<file path="src/rtl/mandelbrot_pkg.sv">
// Shared types for the mandelbrot frame dispatcher.
// Fixed-point coordinate format and dispatcher state encoding.
package mandelbrot_pkg;

    localparam int FP_TOP  = 8;
    localparam int FP_BOT  = 24;
    localparam int FP_BITS = FP_TOP + FP_BOT;

    typedef logic signed [FP_BITS-1:0] fp_t;

    typedef enum logic [2:0] {
        ST_IDLE,
        ST_LAUNCH,
        ST_WAIT,
        ST_EMIT,
        ST_DONE
    } disp_state_e;

endpackage

</file>
<file path="src/rtl/mandelbrot_dispatcher_if.sv">
// Engine control bundle plus valid/ready pixel stream.
// The master side is the dispatcher; the slave side is engine + framebuffer writer.
interface mandelbrot_dispatcher_if
    import mandelbrot_pkg::*;
#(
    parameter int ADDR_W = 19,
    parameter int ITER_W = 8
);

    logic              eng_reset;
    fp_t               eng_x0;
    fp_t               eng_y0;
    logic [31:0]       eng_iterations_max;
    logic              eng_finished;
    logic [31:0]       eng_iterations;
    logic              pix_valid;
    logic              pix_ready;
    logic [ADDR_W-1:0] pix_addr;
    logic [ITER_W-1:0] pix_iter;

    modport master (
        output eng_reset, eng_x0, eng_y0, eng_iterations_max,
        output pix_valid, pix_addr, pix_iter,
        input  eng_finished, eng_iterations, pix_ready
    );

    modport slave (
        input  eng_reset, eng_x0, eng_y0, eng_iterations_max,
        input  pix_valid, pix_addr, pix_iter,
        output eng_finished, eng_iterations, pix_ready
    );

endinterface

</file>
<file path="src/rtl/mandelbrot_coord_gen.sv">
// Raster walker: col/row/addr counters and fixed-point cx/cy accumulators.
// init loads the frame origin and step; advance moves to the next pixel.
module mandelbrot_coord_gen
    import mandelbrot_pkg::*;
#(
    parameter int WIDTH  = 640,
    parameter int HEIGHT = 480,
    parameter int ADDR_W = 19
) (
    input  logic              clk,
    input  logic              reset,
    input  logic              init,
    input  logic              advance,
    input  fp_t               x_start,
    input  fp_t               y_start,
    input  fp_t               step,
    output fp_t               cx,
    output fp_t               cy,
    output logic [ADDR_W-1:0] addr,
    output logic              last
);

    localparam int CW = (WIDTH  > 1) ? $clog2(WIDTH)  : 1;
    localparam int RW = (HEIGHT > 1) ? $clog2(HEIGHT) : 1;

    logic [CW-1:0] col;
    logic [RW-1:0] row;
    fp_t           x_base;
    fp_t           dstep;
    logic          end_col;

    assign end_col = (col == CW'(WIDTH - 1));
    assign last    = end_col && (row == RW'(HEIGHT - 1));

    always_ff @(posedge clk) begin
        if (reset) begin
            col    <= '0;
            row    <= '0;
            addr   <= '0;
            cx     <= '0;
            cy     <= '0;
            x_base <= '0;
            dstep  <= '0;
        end else if (init) begin
            col    <= '0;
            row    <= '0;
            addr   <= '0;
            cx     <= x_start;
            cy     <= y_start;
            x_base <= x_start;
            dstep  <= step;
        end else if (advance) begin
            addr <= addr + ADDR_W'(1);
            if (end_col) begin
                // Image y grows downward, so the imaginary part decreases per row.
                col <= '0;
                row <= row + RW'(1);
                cx  <= x_base;
                cy  <= cy - dstep;
            end else begin
                col <= col + CW'(1);
                cx  <= cx + dstep;
            end
        end
    end

endmodule

</file>
<file path="src/rtl/mandelbrot_dispatcher.sv">
// Drives one mandelbrot engine across a frame and streams out per-pixel results.
// Define MANDEL_ITER_SATURATE_EN to clamp pix_iter instead of truncating it.
module mandelbrot_dispatcher
    import mandelbrot_pkg::*;
#(
    parameter int WIDTH  = 640,
    parameter int HEIGHT = 480,
    parameter int ITER_W = 8,
    parameter int ADDR_W = $clog2(WIDTH * HEIGHT)
) (
    input  logic        clk,
    input  logic        reset,
    input  logic        start,
    input  fp_t         x_start,
    input  fp_t         y_start,
    input  fp_t         step,
    input  logic [31:0] iterations_max,
    output logic        busy,
    output logic        done,
    mandelbrot_dispatcher_if.master bus
);

    localparam logic [2:0] S_IDLE   = ST_IDLE;
    localparam logic [2:0] S_LAUNCH = ST_LAUNCH;
    localparam logic [2:0] S_WAIT   = ST_WAIT;
    localparam logic [2:0] S_EMIT   = ST_EMIT;
    localparam logic [2:0] S_DONE   = ST_DONE;

    logic [2:0]        state;
    logic [31:0]       iter_max;
    logic [ITER_W-1:0] iter_q;
    logic [ITER_W-1:0] iter_next;
    logic [ADDR_W-1:0] addr;
    fp_t               cx;
    fp_t               cy;
    logic              last;
    logic              init;
    logic              advance;

    assign init    = (state == S_IDLE) && start;
    assign advance = (state == S_EMIT) && bus.pix_ready && !last;

    mandelbrot_coord_gen #(
        .WIDTH  (WIDTH),
        .HEIGHT (HEIGHT),
        .ADDR_W (ADDR_W)
    ) u_coord (
        .clk     (clk),
        .reset   (reset),
        .init    (init),
        .advance (advance),
        .x_start (x_start),
        .y_start (y_start),
        .step    (step),
        .cx      (cx),
        .cy      (cy),
        .addr    (addr),
        .last    (last)
    );

`ifdef MANDEL_ITER_SATURATE_EN
    assign iter_next = (|bus.eng_iterations[31:ITER_W]) ?
                       {ITER_W{1'b1}} : bus.eng_iterations[ITER_W-1:0];
`else
    logic unused_hi;
    assign unused_hi = ^bus.eng_iterations[31:ITER_W];
    assign iter_next = bus.eng_iterations[ITER_W-1:0];
`endif

    always_ff @(posedge clk) begin
        if (reset) begin
            state    <= S_IDLE;
            iter_max <= '0;
            iter_q   <= '0;
        end else begin
            case (state)
                S_IDLE: begin
                    if (start) begin
                        iter_max <= iterations_max;
                        state    <= S_LAUNCH;
                    end
                end
                S_LAUNCH: state <= S_WAIT;
                S_WAIT: begin
                    // Only sampled here: a finish left over from the prior pixel is cleared by LAUNCH.
                    if (bus.eng_finished) begin
                        iter_q <= iter_next;
                        state  <= S_EMIT;
                    end
                end
                S_EMIT: begin
                    if (bus.pix_ready) state <= last ? S_DONE : S_LAUNCH;
                end
                S_DONE:  state <= S_IDLE;
                default: state <= S_IDLE;
            endcase
        end
    end

    assign busy = (state == S_LAUNCH) || (state == S_WAIT) || (state == S_EMIT);
    assign done = (state == S_DONE);

    assign bus.eng_reset          = !((state == S_WAIT) || (state == S_EMIT));
    assign bus.eng_x0             = cx;
    assign bus.eng_y0             = cy;
    assign bus.eng_iterations_max = iter_max;
    assign bus.pix_valid          = (state == S_EMIT);
    assign bus.pix_addr           = addr;
    assign bus.pix_iter           = iter_q;

endmodule

</file>
<file path="src/flat_wrapper.sv">
// flat-port wrapper written by rule: the top's interface ports become plain ports
module mandelbrot_dispatcher_flat import mandelbrot_pkg::*;
#(
    parameter int WIDTH  = 640,
    parameter int HEIGHT = 480,
    parameter int ITER_W = 8,
    parameter int ADDR_W = $clog2(WIDTH * HEIGHT)
)
  (clk, reset, start, x_start, y_start, step, iterations_max, busy, done, bus_eng_reset, bus_eng_x0, bus_eng_y0, bus_eng_iterations_max, bus_pix_valid, bus_pix_addr, bus_pix_iter, bus_eng_finished, bus_eng_iterations, bus_pix_ready);
  mandelbrot_dispatcher_if #(.ADDR_W(ADDR_W), .ITER_W(ITER_W)) bus_i ();
  input  logic clk;
  input  logic reset;
  input  logic start;
  input  fp_t x_start;
  input  fp_t y_start;
  input  fp_t step;
  input  logic [31:0] iterations_max;
  output logic busy;
  output logic done;
  output wire logic [$bits(bus_i.eng_reset)-1:0] bus_eng_reset;
  output wire logic [$bits(bus_i.eng_x0)-1:0] bus_eng_x0;
  output wire logic [$bits(bus_i.eng_y0)-1:0] bus_eng_y0;
  output wire logic [$bits(bus_i.eng_iterations_max)-1:0] bus_eng_iterations_max;
  output wire logic [$bits(bus_i.pix_valid)-1:0] bus_pix_valid;
  output wire logic [$bits(bus_i.pix_addr)-1:0] bus_pix_addr;
  output wire logic [$bits(bus_i.pix_iter)-1:0] bus_pix_iter;
  input wire logic [$bits(bus_i.eng_finished)-1:0] bus_eng_finished;
  input wire logic [$bits(bus_i.eng_iterations)-1:0] bus_eng_iterations;
  input wire logic [$bits(bus_i.pix_ready)-1:0] bus_pix_ready;
  assign bus_eng_reset = bus_i.eng_reset;
  assign bus_eng_x0 = bus_i.eng_x0;
  assign bus_eng_y0 = bus_i.eng_y0;
  assign bus_eng_iterations_max = bus_i.eng_iterations_max;
  assign bus_pix_valid = bus_i.pix_valid;
  assign bus_pix_addr = bus_i.pix_addr;
  assign bus_pix_iter = bus_i.pix_iter;
  assign bus_i.eng_finished = bus_eng_finished;
  assign bus_i.eng_iterations = bus_eng_iterations;
  assign bus_i.pix_ready = bus_pix_ready;
  mandelbrot_dispatcher #(.WIDTH(WIDTH), .HEIGHT(HEIGHT), .ITER_W(ITER_W), .ADDR_W(ADDR_W)) u_core (.clk(clk), .reset(reset), .start(start), .x_start(x_start), .y_start(y_start), .step(step), .iterations_max(iterations_max), .busy(busy), .done(done), .bus(bus_i));
endmodule
</file>
<file path="config.mk">
export PLATFORM = sky130hd
export DESIGN_NAME = mandelbrot_dispatcher_flat
export DESIGN_NICKNAME = d
export VERILOG_FILES = /design/src/rtl/mandelbrot_pkg.sv /design/src/rtl/mandelbrot_dispatcher_if.sv /design/src/rtl/mandelbrot_coord_gen.sv /design/src/rtl/mandelbrot_dispatcher.sv /design/src/flat_wrapper.sv
export SDC_FILE = /design/constraint.sdc
export NUM_CORES = 1
export LEC_CHECK = 0
export ABC_CLOCK_PERIOD_IN_PS = 4350
export CAP_MARGIN = 25
export CELL_PAD_IN_SITES_DETAIL_PLACEMENT = 1
export CELL_PAD_IN_SITES_GLOBAL_PLACEMENT = 1
export CORE_MARGIN = 3
export CORE_UTILIZATION = 36
export DETAILED_ROUTE_END_ITERATION = 8
export GPL_TIMING_DRIVEN = 0
export PLACE_DENSITY = 0.87
export SYNTH_ARGS = -nofsm -noshare
export SYNTH_HDL_FRONTEND = slang
export SYNTH_SLANG_ARGS = --single-unit
export TNS_END_PERCENT = 20
</file>
<file path="constraint.sdc">
create_clock -name clk -period 4.35 [get_ports clk]
set_clock_uncertainty 0.2 [all_clocks]
set_input_delay 0.6525 -clock clk [delete_from_list [all_inputs] [get_ports clk]]
set_output_delay 0.6525 -clock clk [all_outputs]
set_load 0.02 [all_outputs]
</file>
==> results of run 1 <==
## power breakdown
group          internal, W  switching, W
clock network      0.00132      0.000846
registers          0.00206      0.000147
logic             0.000819       0.00117
## registers in the layout (all words and copies together) (netlist names)
signal,count
u_core.u_coord.cx,32
u_core.state,3
u_core.u_coord.dstep,32
u_core.u_coord.x_base,32
u_core.u_coord.col,10
u_core.bus.pix_iter,8
u_core.u_coord.addr,19
u_core.u_coord.row,9
u_core.bus.eng_iterations_max,32
u_core.u_coord.cy,32
## worst reg2reg max path: cells and delay by family, from the launching register on
| kind | cells | cell delay [ns] |
|---|---|---|
| XOR/XNOR | 1 | 0.17 |
| flip-flops | 1 | 0.35 |
| AO/OA/AOI/OAI | 9 | 2.42 |
| adder cells (fa/ha/maj) | 2 | 0.66 |
## metal layers
| layer | up-vias | global-route usage | routed length [um] |
|---|---|---|---|
| li1 | 5811 | - | - |
| met3 | 136 | 0.0709 | 4100 |
| met1 | 5959 | 0.333 | 19500 |
| met2 | 488 | 0.484 | 23000 |
| met4 | 2 | 0.113 | 2270 |
| met5 | - | 0 | 13 |
## through the flow
stage	util	instance area [um2]	std cells	worst slack (ns)	hold WS, ns
after floorplan	-	11500	1503	1.19	0.232
after detailed placement	0.472	14700	2166	0.183	0.245
after global placement	0.472	14700	2166	0.0216	0.238
final	0.499	15500	2208	0.448	0.252
after global routing	0.499	15500	2208	0.125	0.271
after CTS	0.499	15500	2208	0.543	0.252
## worst max path at each step
stage                                  start                        to  slack [ns]
floorplan               u_core.u_coord.cx[0]     u_core.u_coord.cx[16]        1.19
global placement                       start  u_core.u_coord.dstep[31]        0.02
detailed placement             bus_pix_ready     u_core.u_coord.cx[30]        0.18
CTS                  u_core.u_coord.dstep[0]     u_core.u_coord.cx[26]        0.54
global route        u_core.u_coord.dstep[11]     u_core.u_coord.cy[30]        0.12
finish               u_core.u_coord.dstep[0]     u_core.u_coord.cx[26]        0.45
## cells in the mapped netlist, types with 10 or more instances
| library cell | number | area (um2) |
|---|---|---|
| a311oi_1 | 10 | 87.6 |
| o21ai_0 | 61 | 305 |
| dfxtp_1 | 209 | 4180 |
| nand3_1 | 27 | 135 |
| o211ai_1 | 22 | 165 |
| nand4_1 | 17 | 106 |
| buf_1 | 11 | 41.3 |
| clkbuf_1 | 69 | 259 |
| nor2_1 | 137 | 514 |
| nand2_1 | 311 | 1170 |
| a21o_1 | 33 | 248 |
| a21oi_1 | 201 | 1010 |
| or3_1 | 10 | 62.6 |
| inv_1 | 51 | 191 |
| a211oi_1 | 19 | 143 |
| xnor2_1 | 41 | 359 |
| xor2_1 | 40 | 350 |
| nor3_1 | 25 | 125 |
| and3_1 | 16 | 100 |
| ha_1 | 65 | 813 |
## placed cells by master (no fill, tap or decap), drive strengths merged, types with 4 or more instances in the layout
cell type / n
a311oi: 10
or3: 11
and3: 16
xor2: 40
o211ai: 22
a31oi: 10
xnor2: 41
a21o: 36
nor2b: 6
clkdlybuf4s50: 267
inv: 51
and2: 4
o21bai: 7
clkbuf: 106
nor3: 26
o22ai: 9
mux2i: 9
a211oi: 22
buf: 14
a21oi: 202
o21ai: 63
dfxtp: 209
o221ai: 4
nor2: 137
nand2b: 10
a2111oi: 9
nand2: 311
nand3: 28
o21a: 4
nand4: 17
ha: 65
## cells by family after synthesis
kind of cell               after synthesis  synth area share
and+or+nand+nor                        579             0.217
AOI/OAI and AO/OA                      423             0.229
DFF                                    209             0.364
buffers and inverters                  134            0.0452
xor gates and xnor gates                81            0.0617
adders and majority gates               67            0.0742
muxes                                   10           0.00882
## area by class of cell
class	count	area (um2)
Buffer	83	328
Clock buffer	37	763
Clock inverter	5	75.1
Fill cell	3800	15600
Inverter	51	191
Multi-Input combinational cell	1160	6800
Sequential cell	209	4180
Tap cell	396	495
Timing Repair Buffer	267	2670
==> impl_metrics.ini, run 1 <==
[flow_run]
maxCapViolations = 0

[worst_hold_path]
min_to = u_core.u_coord.x_base[28]
hold_path_depth = 2
worstHoldPathType = flop to flop
hold_start = u_core.u_coord.x_base[28]

[placement]
gp_congestion = 0.981
io_buffers = 267
dp_hpwl_um = 37500

[global_route]
grt_use_total = 0.280
antenna_found_initial = 1
grt_pass1_wl_um = 74800
gr-total-overflow = 0
grt_max_degree = 13
grt_pass1_vias = 13217

[route]
via_per_inst = 5.61
via_count = 12396
drtPass1Iterations = 5
drtAntennaViolNets = 0
routed_wl_um = 48900
first_iter_violations = 789
wl_per_cell_um = 22.2
drc = 0

[worst_setup_path]
cp-start-kind = flop
crit_chain = ha_1, fa_1, a21o_1, a21oi_1, o21ai_0, a211oi_2, o211ai_1, a21oi_1, o21ai_0, a21o_1, xnor2_1, o41ai_1
cp_max_fo = 4
path_buf_inv = 0
crit_cells = 12
r2r_slack_ns = 0.45
worst-r2r-cell-count = 12
end_kind = flop
cp_slowest_stage_delay_ns = 0.42
path_delay_family = compound AO/OA/AOI/OAI gates
critical_path_class = flop to flop
worstReg2RegStart = u_core.u_coord.dstep[0]
slowest_stage = fa_1
worstReg2RegEnd = u_core.u_coord.cx[26]
cp.required_ns = 4.57
critPathArrivalTime_ns = 4.12

[final_layout]
fin_nets = 2030
drive_gt1_frac = 0.0353
antennaDiodeCount = 0
area_growth_syn_to_layout_pct = 34.9

[clocking]
cts_setup_buffers = 0
clk_latency_ns = 0.53
htree_levels = 1
cts_tree = yes
cts_resized = 0
root_buffer = clkbuf_16
cts_inserted_buffers = 26
hold_buffers = 0
clock_tree.buffer_depth = 3
clock_sinks = 209
clk_pin_slew_ns = 0.06

[floorplan]
row_count = 64
die_h_um = 185
fp.dieArea_um2 = 34100
initial_core_util = 0.370
core_region_area_um2 = 31100
die_x_um = 185
ios = 292

[yosys]
netlist_area_um2 = 11500
synth.avg_cell_area_um2 = 7.65
seq_area_frac_synth = 0.364
synth-seq-cells = 209
async_flop_share = 0
netlist-cell-type-count = 72
synth_edf_count = 0
synth_ff_type = dfxtp_1
synth_cells = 1503
yosys_warnings = 0
synth.net_count = 1735

[sta]
hold_viol_final = 0
rsz0062_at_grt = no
layout_min_cycle_time_ns = 3.90
slew_viol_final = 0
tightest_slew_ns = 0.970
slew_headroom = 0.354
tns_ns = 0
period_share = 0.897
clock.fmax_mhz = 256
finalSetupViolations = 0

[power_and_ir_drop]
peakVddDrop_mv = 0.271
p_per_area_nw_per_um2 = 410
fin_total_pwr_w = 0.00636
p_leak_nw = 5.99

[run_status]
run_status = finished clean
(Power assumes the default switching activity.)
==> run 2, diff against run 1 <==
ABC_CLOCK_PERIOD_IN_PS = 4300   (was 4350)
MAX_ROUTING_LAYER = met4   (was unset)
TNS_END_PERCENT = 1   (was 20)
clock period = 4.3 ns   (was 4.35 ns; I/O delays follow)
==> run 2 against run 1 <==
Against the previous run: utilization increased by 0.060 points; largest cell class unchanged; clock power up 3%; cell area increased by 0.12%.
==> impl_metrics.ini, run 2 (same netlist as run 1, synthesis figures left out) <==
[route]
drtPass1Iterations = 6
routed_wl_um = 49100
drtAntennaViolNets = 0
first_iter_violations = 837
via_count = 12392
via_per_inst = 5.61
wl_per_cell_um = 22.2
drc = 0

[worst_setup_path]
cp_slowest_stage_delay_ns = 0.62
crit_chain = ha_1, and3_1, and2_1, a31oi_1, clkbuf_1, clkbuf_1, nor2_1, a222oi_1, o211ai_1
critPathArrivalTime_ns = 4.11
crit_cells = 9
slowest_stage = clkbuf_1
cp_max_fo = 10
worstReg2RegStart = u_core.u_coord.col[0]
path_delay_family = buffers and inverters
timing.critical_path.mode_cell = clkbuf_1
cp.required_ns = 4.48
r2r_slack_ns = 0.37
cp-start-kind = flop
worst-r2r-cell-count = 9
worstReg2RegEnd = u_core.u_coord.cx[30]
critical_path_class = flop to flop
path_buf_inv = 2
end_kind = flop

[floorplan]
fp.dieArea_um2 = 34100
core_region_area_um2 = 31100
die_x_um = 185
initial_core_util = 0.370
row_count = 64
ios = 292
die_h_um = 185

[power_and_ir_drop]
p_per_area_nw_per_um2 = 417
peakVddDrop_mv = 0.274
p_leak_nw = 6.00

[placement]
dp_hpwl_um = 37600
io_buffers = 267
place_area_um2 = 14700
dp.cells = 2166
gp_congestion = 1.00

[global_route]
gr-total-overflow = 0
grt_use_total = 0.287
busiest_layer = met2
grt_pass1_vias = 13083
antenna_found_initial = 0
gr-usage-met2 = 0.480
grt_max_degree = 13
grt_pass1_wl_um = 73900
use_met3 = 0.0620
grt.met1_usage = 0.339

[sta]
rsz0062_at_grt = no
hold_viol_final = 0
slew_headroom = 0.347
tightest_slew_ns = 0.974
tns_ns = 0
clock.fmax_mhz = 254
finalSetupViolations = 0
layout_min_cycle_time_ns = 3.93
period_share = 0.915
slew_viol_final = 0

[flow_run]
maxCapViolations = 0

[run_status]
run_status = finished clean

[clocking]
cts_tree = yes
htree_levels = 1
hold_buffers = 0
cts_setup_buffers = 0
cts_resized = 0
clock_tree.buffer_depth = 3
clk_latency_ns = 0.53
cts_inserted_buffers = 25
root_buffer = clkbuf_16
clock_sinks = 209
clk_pin_slew_ns = 0.06

[worst_hold_path]
worstHoldPathType = flop to flop
hold_path_depth = 2
hold_start = u_core.bus.eng_iterations_max[29]
min_to = u_core.bus.eng_iterations_max[29]

[final_layout]
layout_commonest_cell = nand2_1
antennaDiodeCount = 0
fin_cells = 2210
final_cell_mix = nand2_1, clkdlybuf4s50_1, dfxtp_1
drive_gt1_frac = 0.0369
area_growth_syn_to_layout_pct = 35.1
stdcell_area_um2 = 15500
fin_nets = 2029
run 2: cell types whose count changed in the layout (fill, tap and decap cells not counted):
cell / previous run / this run
clkinv_4: 0 / 1
clkbuf_16: 27 / 25
clkbuf_1: 74 / 73
clkinv_2: 3 / 2
clkbuf_8: 5 / 10
run 2: worst max path at each step:
stage / start / endpoint / slack (ns)
after floorplan: u_core.u_coord.cx[0] / u_core.u_coord.cx[16] / 1.14
after global placement: start / u_core.u_coord.dstep[31] / -0.04
after detailed placement: bus_pix_ready / u_core.u_coord.cx[30] / 0.10
after CTS: u_core.u_coord.cx[6] / u_core.u_coord.cx[27] / 0.41
after global routing: u_core.u_coord.dstep[6] / u_core.u_coord.cx[27] / 0.16
final: u_core.u_coord.col[0] / u_core.u_coord.cx[30] / 0.37
run 2: metal layers:
metal,wire (um),up-vias
met4,1890,0
met2,23300,468
li1,-,5822
met3,3660,116
met5,0,-
met1,20200,5986
run 2: worst reg2reg max path, cell delays in order, from the launching register on:
cell,delay (ns)
dfxtp_1,0.35
ha_1,0.25
and3_1,0.23
and2_1,0.21
a31oi_1,0.58
clkbuf_1,0.60
clkbuf_1,0.62
nor2_1,0.27
a222oi_1,0.36
o211ai_1,0.13
run 2: per-stage QoR:
step | worst slack, ns | hold WS, ns | total power, W | util
floorplan | 1.14 | 0.232 | 0.00346 | -
global placement | -0.0406 | 0.238 | 0.00419 | 0.472
detailed placement | 0.104 | 0.250 | 0.00424 | 0.472
CTS | 0.412 | 0.257 | 0.00647 | 0.500
global route | 0.159 | 0.269 | 0.00676 | 0.500
finish | 0.366 | 0.254 | 0.00648 | 0.500
run 2: cell type report:
cell class | count | area (um2)
buffer | 83 | 328
clock buffer | 39 | 778
clock inverter | 5 | 78.8
fill | 3773 | 15500
inverter | 51 | 191
multi-input combinational | 1160 | 6800
sequential | 209 | 4180
tap | 396 | 495
timing repair buffer | 267 | 2670
run 2: report_power, final:
part | switching, W | internal [W] | leakage [nW]
Sequential | 0.000148 | 0.00209 | 1.71
Combinational | 0.00118 | 0.000829 | 3.86
Clock | 0.000882 | 0.00135 | 0.425
==> run 3, diff against run 2 <==
CORE_MARGIN = 2   (was 3)
==> run 3 against run 2 <==
Against the previous run: clock-buffer cell count shrank 3; via count grew 1.1%; first-iteration DRC count rose by 1.3%; die area shrank 2.2%; combinational power about the same; critical path type unchanged; largest power group unchanged.
==> impl_metrics.ini, run 3 (same netlist as run 1, synthesis figures left out) <==
[global_route]
grt_pass1_vias = 13163
grt_max_degree = 13
antenna_found_initial = 1
grt_use_total = 0.294
gr-total-overflow = 0
grt_pass1_wl_um = 73800

[worst_setup_path]
crit_start = u_core.u_coord.col[0]
cp.required_ns = 4.48
worstReg2RegStart = u_core.u_coord.col[0]
end_kind = flop
cp-start-kind = flop
worst-r2r-cell-count = 9
cp_slowest_stage_delay_ns = 0.68
timing.critical_path.mode_cell = clkbuf_1
critPathArrivalTime_ns = 4.12
slowest_stage = clkbuf_1
cp_max_fo = 10
critical_path_class = flop to flop
crit_chain = ha_1, and3_1, and2_1, a31oi_1, clkbuf_1, clkbuf_1, nor2_1, a222oi_1, o211ai_1

[sta]
finalSetupViolations = 0
hold_viol_final = 0
rsz0062_at_grt = no
period_share = 0.915
clock.fmax_mhz = 254
tightest_slew_ns = 1.04
layout_min_cycle_time_ns = 3.93
fin_ws_ns = 0.366
slew_headroom = 0.305
slew_viol_final = 0

[route]
wl_per_cell_um = 21.9
via_count = 12532
first_iter_violations = 848
maxUsedRoutingLayer = met4
wl_met2_um = 22700
drc = 0
via_per_inst = 5.65
routed_wl_um = 48500
wl_met1_um = 19300
drtPass1Iterations = 5
route.met3.wl_um = 3920
drtAntennaViolNets = 0

[floorplan]
die_x_um = 183
die_h_um = 183
row_count = 65
ios = 292
fp.dieArea_um2 = 33400
core_region_area_um2 = 31500
initial_core_util = 0.365

[final_layout]
stdcell_area_um2 = 15500
final_cell_mix = nand2_1, clkdlybuf4s50_1, dfxtp_1
area_growth_syn_to_layout_pct = 35.2
layout_commonest_cell = nand2_1
fin_nets = 2029
drive_gt1_frac = 0.0386
fin_cells = 2218

[power_and_ir_drop]
fin_total_pwr_w = 0.00648
p_per_area_nw_per_um2 = 417
p_leak_nw = 6.00
peakVddDrop_mv = 0.289

[clocking]
hold_buffers = 0
clock_sinks = 209
cts_tree = yes
clk_latency_ns = 0.53
htree_levels = 1
clock_tree.buffer_depth = 3
cts_setup_buffers = 0
cts_resized = 0
cts_inserted_buffers = 25
clk_pin_slew_ns = 0.06
root_buffer = clkbuf_16

[placement]
place_area_um2 = 14700
pre_cts_slack_ns = -0.00714
dp.cells = 2172
dp_hpwl_um = 37000
io_buffers = 267
gp_congestion = 0.928

[worst_hold_path]
hold_start = u_core.u_coord.x_base[14]
hold_path_depth = 2
worstHoldPathType = flop to flop

[flow_run]
maxCapViolations = 0

[run_status]
run_status = finished clean
-- run 3: cell count changes in the layout (fill, tap and decap cells not counted) --
cell / previous run / this run
clkinv_4: 1 / 0
clkbuf_1: 73 / 71
clkinvlp_4: 0 / 1
inv_6: 0 / 1
clkinv_2: 2 / 5
diode_2: 0 / 1
clkbuf_8: 10 / 9
-- run 3: final timing paths --
| check | slack, ns | end |
|---|---|---|
| worst max-delay path | 0.37 | u_core.u_coord.cx[30] |
| worst min-delay path | 0.26 | u_core.u_coord.x_base[14] |
| worst max register to register | 0.37 | u_core.u_coord.cx[30] |
| worst min register to register | 0.26 | u_core.u_coord.x_base[14] |
-- run 3: layer usage --
layer  vias up  global-route usage
li1       5818                   -
met1      6074               0.334
met2       496               0.489
met3       144              0.0639
met4         0               0.145
met5         -                   -
-- run 3: metrics by stage --
step	utilization	hold WS, ns	setup TNS, ns
after global placement	0.466	0.238	-0.180
after global routing	0.494	0.277	0
after floorplan	-	0.232	0
final	0.494	0.256	0
after CTS	0.494	0.252	0
after detailed placement	0.466	0.244	-0.00714
-- run 3: power by group --
group	internal [W]	switching (W)	total, W
sequential	0.00208	0.000148	0.00223
clock	0.00134	0.000900	0.00224
combinational	0.000829	0.00118	0.00201
total	0.00425	0.00223	0.00648
-- run 3: critical path, delay by kind of cell (launching register included) --
kind / cells / cell delay [ns]
simple gates: 3 / 0.66
flops: 1 / 0.35
fa+ha+maj: 1 / 0.25
buf+inv: 2 / 1.25
compound gates: 3 / 1.07
-- run 3: cell type report --
class / instances / area, um2
inverters: 51 / 191
multi-input cells: 1160 / 6800
fillers: 3848 / 15900
well taps: 402 / 503
flip-flops and latches: 209 / 4180
diodes: 1 / 2.50
plain buffers: 83 / 328
clock buffers: 36 / 757
clock inverters: 9 / 101
repair buffers: 267 / 2670
